<file path="config.mk">
export PLATFORM = sky130hd
export DESIGN_NAME = ifu_fetch
export DESIGN_NICKNAME = d
export VERILOG_FILES = /design/src/rtl/ifu_fetch.sv
export SDC_FILE = /design/constraint.sdc
export NUM_CORES = 1
export LEC_CHECK = 0
export BUFFER_PORTS_ARGS = -buffer_cell sky130_fd_sc_hd__clkbuf_2
export CAP_MARGIN = 20
export CORE_MARGIN = 2
export CORE_UTILIZATION = 45
export DETAILED_ROUTE_END_ITERATION = 8
export PLACE_DENSITY_LB_ADDON = 0.05
export SYNTH_ARGS = -nofsm -noshare
export SYNTH_HDL_FRONTEND = slang
export SYNTH_SLANG_ARGS = --single-unit
</file>
<file path="constraint.sdc">
create_clock -name clk -period 3 [get_ports clk]
set_clock_uncertainty 0.15 [all_clocks]
set_input_delay 0 -clock clk [delete_from_list [all_inputs] [get_ports clk]]
set_output_delay 0 -clock clk [all_outputs]
set_load 0.02 [all_outputs]
</file>
<file path="src/rtl/ifu_fetch.sv">
// ifu_fetch: instruction-fetch stage between pc and the IF/ID register.
// Runs a single-outstanding req/gnt/rvalid transaction, squashes fetches
// on jump, and parks one response in a skid register while held.
module ifu_fetch #(
  parameter int unsigned       ADDR_W   = 32,
  parameter int unsigned       DATA_W   = 32,
  parameter logic [DATA_W-1:0] NOP_INST = 32'h0000_0013,
  parameter logic [2:0]        HOLD_IF  = 3'd2
) (
  input  logic              clk,
  input  logic              rst,
  input  logic [ADDR_W-1:0] pc_i,
  input  logic              jump_flag_i,
  input  logic [2:0]        hold_flag_i,
  output logic              ibus_req_o,
  output logic [ADDR_W-1:0] ibus_addr_o,
  input  logic              ibus_gnt_i,
  input  logic              ibus_rvalid_i,
  input  logic [DATA_W-1:0] ibus_rdata_i,
  output logic [DATA_W-1:0] inst_o,
  output logic [ADDR_W-1:0] inst_addr_o,
  output logic              inst_valid_o,
  output logic              stall_req_o
);

  typedef enum logic [1:0] {
    S_IDLE,
    S_REQ,
    S_WAIT
  } state_e;

  state_e            state_q, state_d;
  logic [ADDR_W-1:0] req_addr_q, req_addr_d;
  logic              squash_q, squash_d;
  logic              skid_valid_q, skid_valid_d;
  logic [DATA_W-1:0] skid_data_q, skid_data_d;
  logic [ADDR_W-1:0] skid_addr_q, skid_addr_d;
  logic [DATA_W-1:0] inst_q, inst_d;
  logic [ADDR_W-1:0] inst_addr_q, inst_addr_d;
  logic              inst_valid_q, inst_valid_d;

  logic hold;
  logic in_req;
  logic in_wait;
  logic req;
  logic granted;
  logic rsp;
  logic rsp_keep;
  logic rsp_out;
  logic skid_out;
  logic deliver;

  // Bus handshake, delivery decode and stall request
  always_comb begin
    hold     = (hold_flag_i >= HOLD_IF);
    in_req   = (state_q == S_REQ);
    in_wait  = (state_q == S_WAIT);
    req      = rst && in_req && !skid_valid_q && !hold;
    granted  = req && ibus_gnt_i;
    rsp      = rst && in_wait && ibus_rvalid_i;
    rsp_keep = rsp && !squash_q && !jump_flag_i;
    rsp_out  = rsp_keep && !hold;
    skid_out = skid_valid_q && !hold && !jump_flag_i;
    deliver  = rsp_out || skid_out;

    ibus_req_o  = req;
    ibus_addr_o = (rst && in_req) ? pc_i : '0;
    stall_req_o = rst && (in_req || in_wait) && !deliver;
  end

  // Next-state logic for the FSM, squash flag, skid buffer and outputs
  always_comb begin
    state_d      = state_q;
    req_addr_d   = req_addr_q;
    squash_d     = squash_q;
    skid_valid_d = skid_valid_q;
    skid_data_d  = skid_data_q;
    skid_addr_d  = skid_addr_q;
    inst_d       = inst_q;
    inst_addr_d  = inst_addr_q;
    inst_valid_d = inst_valid_q;

    case (state_q)
      S_IDLE: state_d = S_REQ;
      S_REQ: begin
        if (granted) begin
          req_addr_d = pc_i;
          state_d    = S_WAIT;
        end
      end
      S_WAIT: begin
        if (ibus_rvalid_i) state_d = S_REQ;
      end
      default: state_d = S_IDLE;
    endcase

    // A response arriving alongside a jump is itself the discarded one, so
    // squash is only armed when the response is still outstanding.
    if (rsp) squash_d = 1'b0;
    if (jump_flag_i && ((in_wait && !ibus_rvalid_i) || granted)) squash_d = 1'b1;

    if (jump_flag_i) begin
      skid_valid_d = 1'b0;
    end else if (skid_out) begin
      skid_valid_d = 1'b0;
    end else if (rsp_keep && hold) begin
      skid_valid_d = 1'b1;
      skid_data_d  = ibus_rdata_i;
      skid_addr_d  = req_addr_q;
    end

    if (jump_flag_i) begin
      inst_d       = NOP_INST;
      inst_valid_d = 1'b0;
    end else if (skid_out) begin
      inst_d       = skid_data_q;
      inst_addr_d  = skid_addr_q;
      inst_valid_d = 1'b1;
    end else if (rsp_out) begin
      inst_d       = ibus_rdata_i;
      inst_addr_d  = req_addr_q;
      inst_valid_d = 1'b1;
    end else if (!hold) begin
      inst_d       = NOP_INST;
      inst_valid_d = 1'b0;
    end
  end

  // State registers with synchronous active-low reset
  always_ff @(posedge clk) begin
    if (!rst) begin
      state_q      <= S_IDLE;
      req_addr_q   <= '0;
      squash_q     <= 1'b0;
      skid_valid_q <= 1'b0;
      skid_data_q  <= '0;
      skid_addr_q  <= '0;
      inst_q       <= NOP_INST;
      inst_addr_q  <= '0;
      inst_valid_q <= 1'b0;
    end else begin
      state_q      <= state_d;
      req_addr_q   <= req_addr_d;
      squash_q     <= squash_d;
      skid_valid_q <= skid_valid_d;
      skid_data_q  <= skid_data_d;
      skid_addr_q  <= skid_addr_d;
      inst_q       <= inst_d;
      inst_addr_q  <= inst_addr_d;
      inst_valid_q <= inst_valid_d;
    end
  end

  assign inst_o       = inst_q;
  assign inst_addr_o  = inst_addr_q;
  assign inst_valid_o = inst_valid_q;

endmodule

</file>
==> impl_metrics.py <==
metrics = {
    "cells_and_area": {
        "layout-drive-gt1-share_pct": 22.02,
        "mostFrequentLayoutCell": "clkbuf_2",
        "area_delta_synth_final_pct": 28.79,
        "fin_util_pct": 59.44,
        "diodes": 0,
        "layout_common_cells": "169 x clkbuf_2, 165 x dfxtp_1, 127 x a21oi_1, 93 x nand4_1, 83 x o21ai_0",
        "fin_nets": 1104,
    },
    "sta": {
        "period_needed_ps": 2546,
        "setup_tns_ps": 0,
        "fin_hold_ws_ps": 111.6,
        "rsz0062_at_grt": "false",
        "final-setup-viol-count": 0,
        "hold_viol_final": 0,
        "fin_crit_sh_pct": 84.86,
        "layout_setup_ws_ps": 454.3,
        "clock.fmax_mhz": 392.8,
        "slew_violations": 0,
        "slew_headroom_pct": 29.37,
        "tightest_slew_ps": 1059,
    },
    "global_route": {
        "grt_pass1_vias": 7521,
        "grt_usage_pct": 27.00,
        "grt_pass1_wl_mm": 38.72,
        "grt_max_degree": 99,
        "grt-ovfl-total": 0,
        "antenna_found_initial": 0,
    },
    "floorplan": {
        "die_h_um": 131.6,
        "rows": 46,
        "ios": 171,
        "initial_core_util_pct": 46.15,
        "dieWidth_um": 131.6,
        "die_area_sq_mm": 0.01733,
        "core_area_sq_mm": 0.01589,
    },
    "synth": {
        "ys_ff_latch": 165,
        "avgSynthCellArea_sq_um": 8.388,
        "synth_cell_types": 37,
        "yosys.area.top_type": "dfxtp_1",
        "synth-main-ff-cell": "dfxtp_1",
        "syn-num-nets": 951,
        "synthCells": 874,
        "synth_area_leaders": "dfxtp_1 45%, a21oi_1 8.7%, nand4_1 7.9%",
        "synth_edf_count": 0,
        "synth_top_area_share_pct": 45.06,
        "syn_area_sq_mm": 0.007331,
        "ys_seq_area_share_pct": 45.06,
        "yosys_warnings": 0,
        "async_reset_ff_share_pct": 0,
    },
    "worst_setup_path": {
        "cpLargestDelayFamily": "buffers and inverters",
        "startpoint_type": "input port",
        "crit_type": "in -> out",
        "critPathLaunch": "rst",
        "rr_startpoint": "skid_valid_q",
        "reg2reg_slack_ps": 790,
        "cp.required_ps": 2850,
        "slowest_stage": "dlygate4sd3_1",
        "cp_max_fo": 58,
        "crit_buf_inv": 4,
        "cp.arrival_ps": 2400,
        "path_common_cell": "clkbuf_2",
        "crit_chain": "dlygate4sd3_1 > clkbuf_2 > buf_4 > nand2_1 > nor3_1 > clkbuf_2",
        "critPathMaxStageDelay_ps": 550,
        "end_kind": "output port",
    },
    "clock_tree": {
        "clk_latency_ps": 420,
        "cts_root_buffer": "clkbuf_16",
        "cts.repair.resized": 0,
        "clkSinkCount": 165,
        "htreeDepth": 4,
        "clock_path_buffers": 2,
        "numCtsBuffers": 17,
        "clkSlewWorstSetupHoldPaths_ps": 60,
        "cts_tree": "done",
    },
    "outcome": {
        "status": "finished, final reports clean",
    },
    "power": {
        "p_comb_share_pct": 18.0,
        "vdd_drop_max_v": 0.0004999,
        "leakagePower_nw": 3.415,
        "switching_share_pct": 29.32,
        "p_per_area_mw_per_mm2": 558.7,
        "pwr-share-clk_pct": 39.4,
        "power_frac_seq_pct": 42.7,
        "p_int_mw": 3.728,
        "power.net_switching_mw": 1.546,
    },
    "routing": {
        "viasPerCell": 6.219,
        "dr_wl_met2_mm": 11.21,
        "highest-signal-layer": "met4",
        "drc": 0,
        "wl_met3_mm": 1.666,
        "first_pass_iters": 5,
        "detail_route.wl_per_cell_um": 18.89,
        "ant_nets": 0,
        "num_vias": 7811,
        "met1_length_mm": 10.33,
        "drtIter0Drc": 794,
        "wirelength_mm": 23.73,
    },
    "place": {
        "portBuffers": 169,
        "place_ws_ps": 830.7,
        "finalWeightedCongestion": 0.7764,
        "hpwlAfterDp_mm": 13.10,
    },
    "min_path": {
        "holdCritPathClass": "in -> reg",
        "hp-start": "ibus_gnt_i",
    },
    "flow_run": {
        "drv_cap": 0,
    },
}
power by group through the flow:
stage | logic (mW) | clock network [mW] | registers (mW)
2_1_floorplan | 0.562 | 0 | 2.30
3_3_place_gp | 0.843 | 0 | 2.29
3_5_place_dp | 0.864 | 0 | 2.30
4_1_cts | 0.935 | 2.10 | 2.25
5_1_grt | 1.02 | 2.19 | 2.25
6_report | 0.947 | 2.08 | 2.25
tightest hold or removal path: stages:
cell      delay [ps]
clkbuf_2          90
nor4b_4          120
buf_4            250
nand2_1          110
a21oi_1           60
layer usage:
layer	vias to the layer above	GRT usage, %
li1	3658	-
met1	3774	35.53
met2	334	44.12
met3	45	5.247
met4	0	9.783
met5	-	0
cells in the mapped netlist (2+ instances only):
library cell	count
or4b_1	2
nand2_1	4
nand3_1	65
o21ai_1	18
nor2_1	3
dfxtp_1	165
a31oi_1	33
o21ai_0	83
nor4b_2	2
nand4_1	93
mux2i_1	2
a21oi_1	127
o31ai_1	64
inv_1	3
o22ai_1	3
a22oi_1	29
nor4_1	3
buf_2	17
and3_1	32
clkbuf_1	91
ha_1	5
buf_6	5
nor3_1	3
buf_1	9
area by class of cell:
| type | count | area (sq um) |
|---|---|---|
| clock buffer | 24 | 481.7 |
| clock inverter | 8 | 75.07 |
| fill | 1418 | 6444 |
| inverter | 4 | 16.27 |
| multi-input combinational | 583 | 3546 |
| sequential | 165 | 3303 |
| tap | 216 | 270.3 |
| timing repair buffer | 256 | 1749 |
metrics by stage:
step	cells	instance area, sq um	total power, mW
after CTS	1256	9442	5.288
after global placement	1156	8187	3.138
after floorplan	874	7331	2.860
after global routing	1256	9442	5.465
after detailed placement	1157	8214	3.162
final	1256	9442	5.275
cells by family after synthesis:
logic type | Yosys count | synth area share (%)
fa+ha+maj | 5 | 0.8534
mux | 2 | 0.2731
flops | 165 | 45.06
simple gates | 215 | 17.68
buf+inv | 126 | 7.254
compound gates | 361 | 28.88
final timing paths:
kind                                   endpoint  cells past startpoint
worst max-delay path                 ibus_req_o                      6
worst min-delay path                   squash_q                      5
worst max register to register   inst_addr_o[0]                      3
worst min register to register  skid_addr_q[27]                      2
registers in the layout, summed over array words and instances (netlist names):
name / flops
skid_addr_q: 32
inst_addr_o: 32
skid_valid_q: 1
skid_data_q: 32
inst_o: 32
inst_valid_o: 1
squash_q: 1
req_addr_q: 32
state_q: 2
what timing repair did:
item	in CTS	in global routing
hold buffers	67	0
setup buffers	0	0
hold endpoints to repair	105	0
No activity file was read; power rests on OpenSTA's default activity.
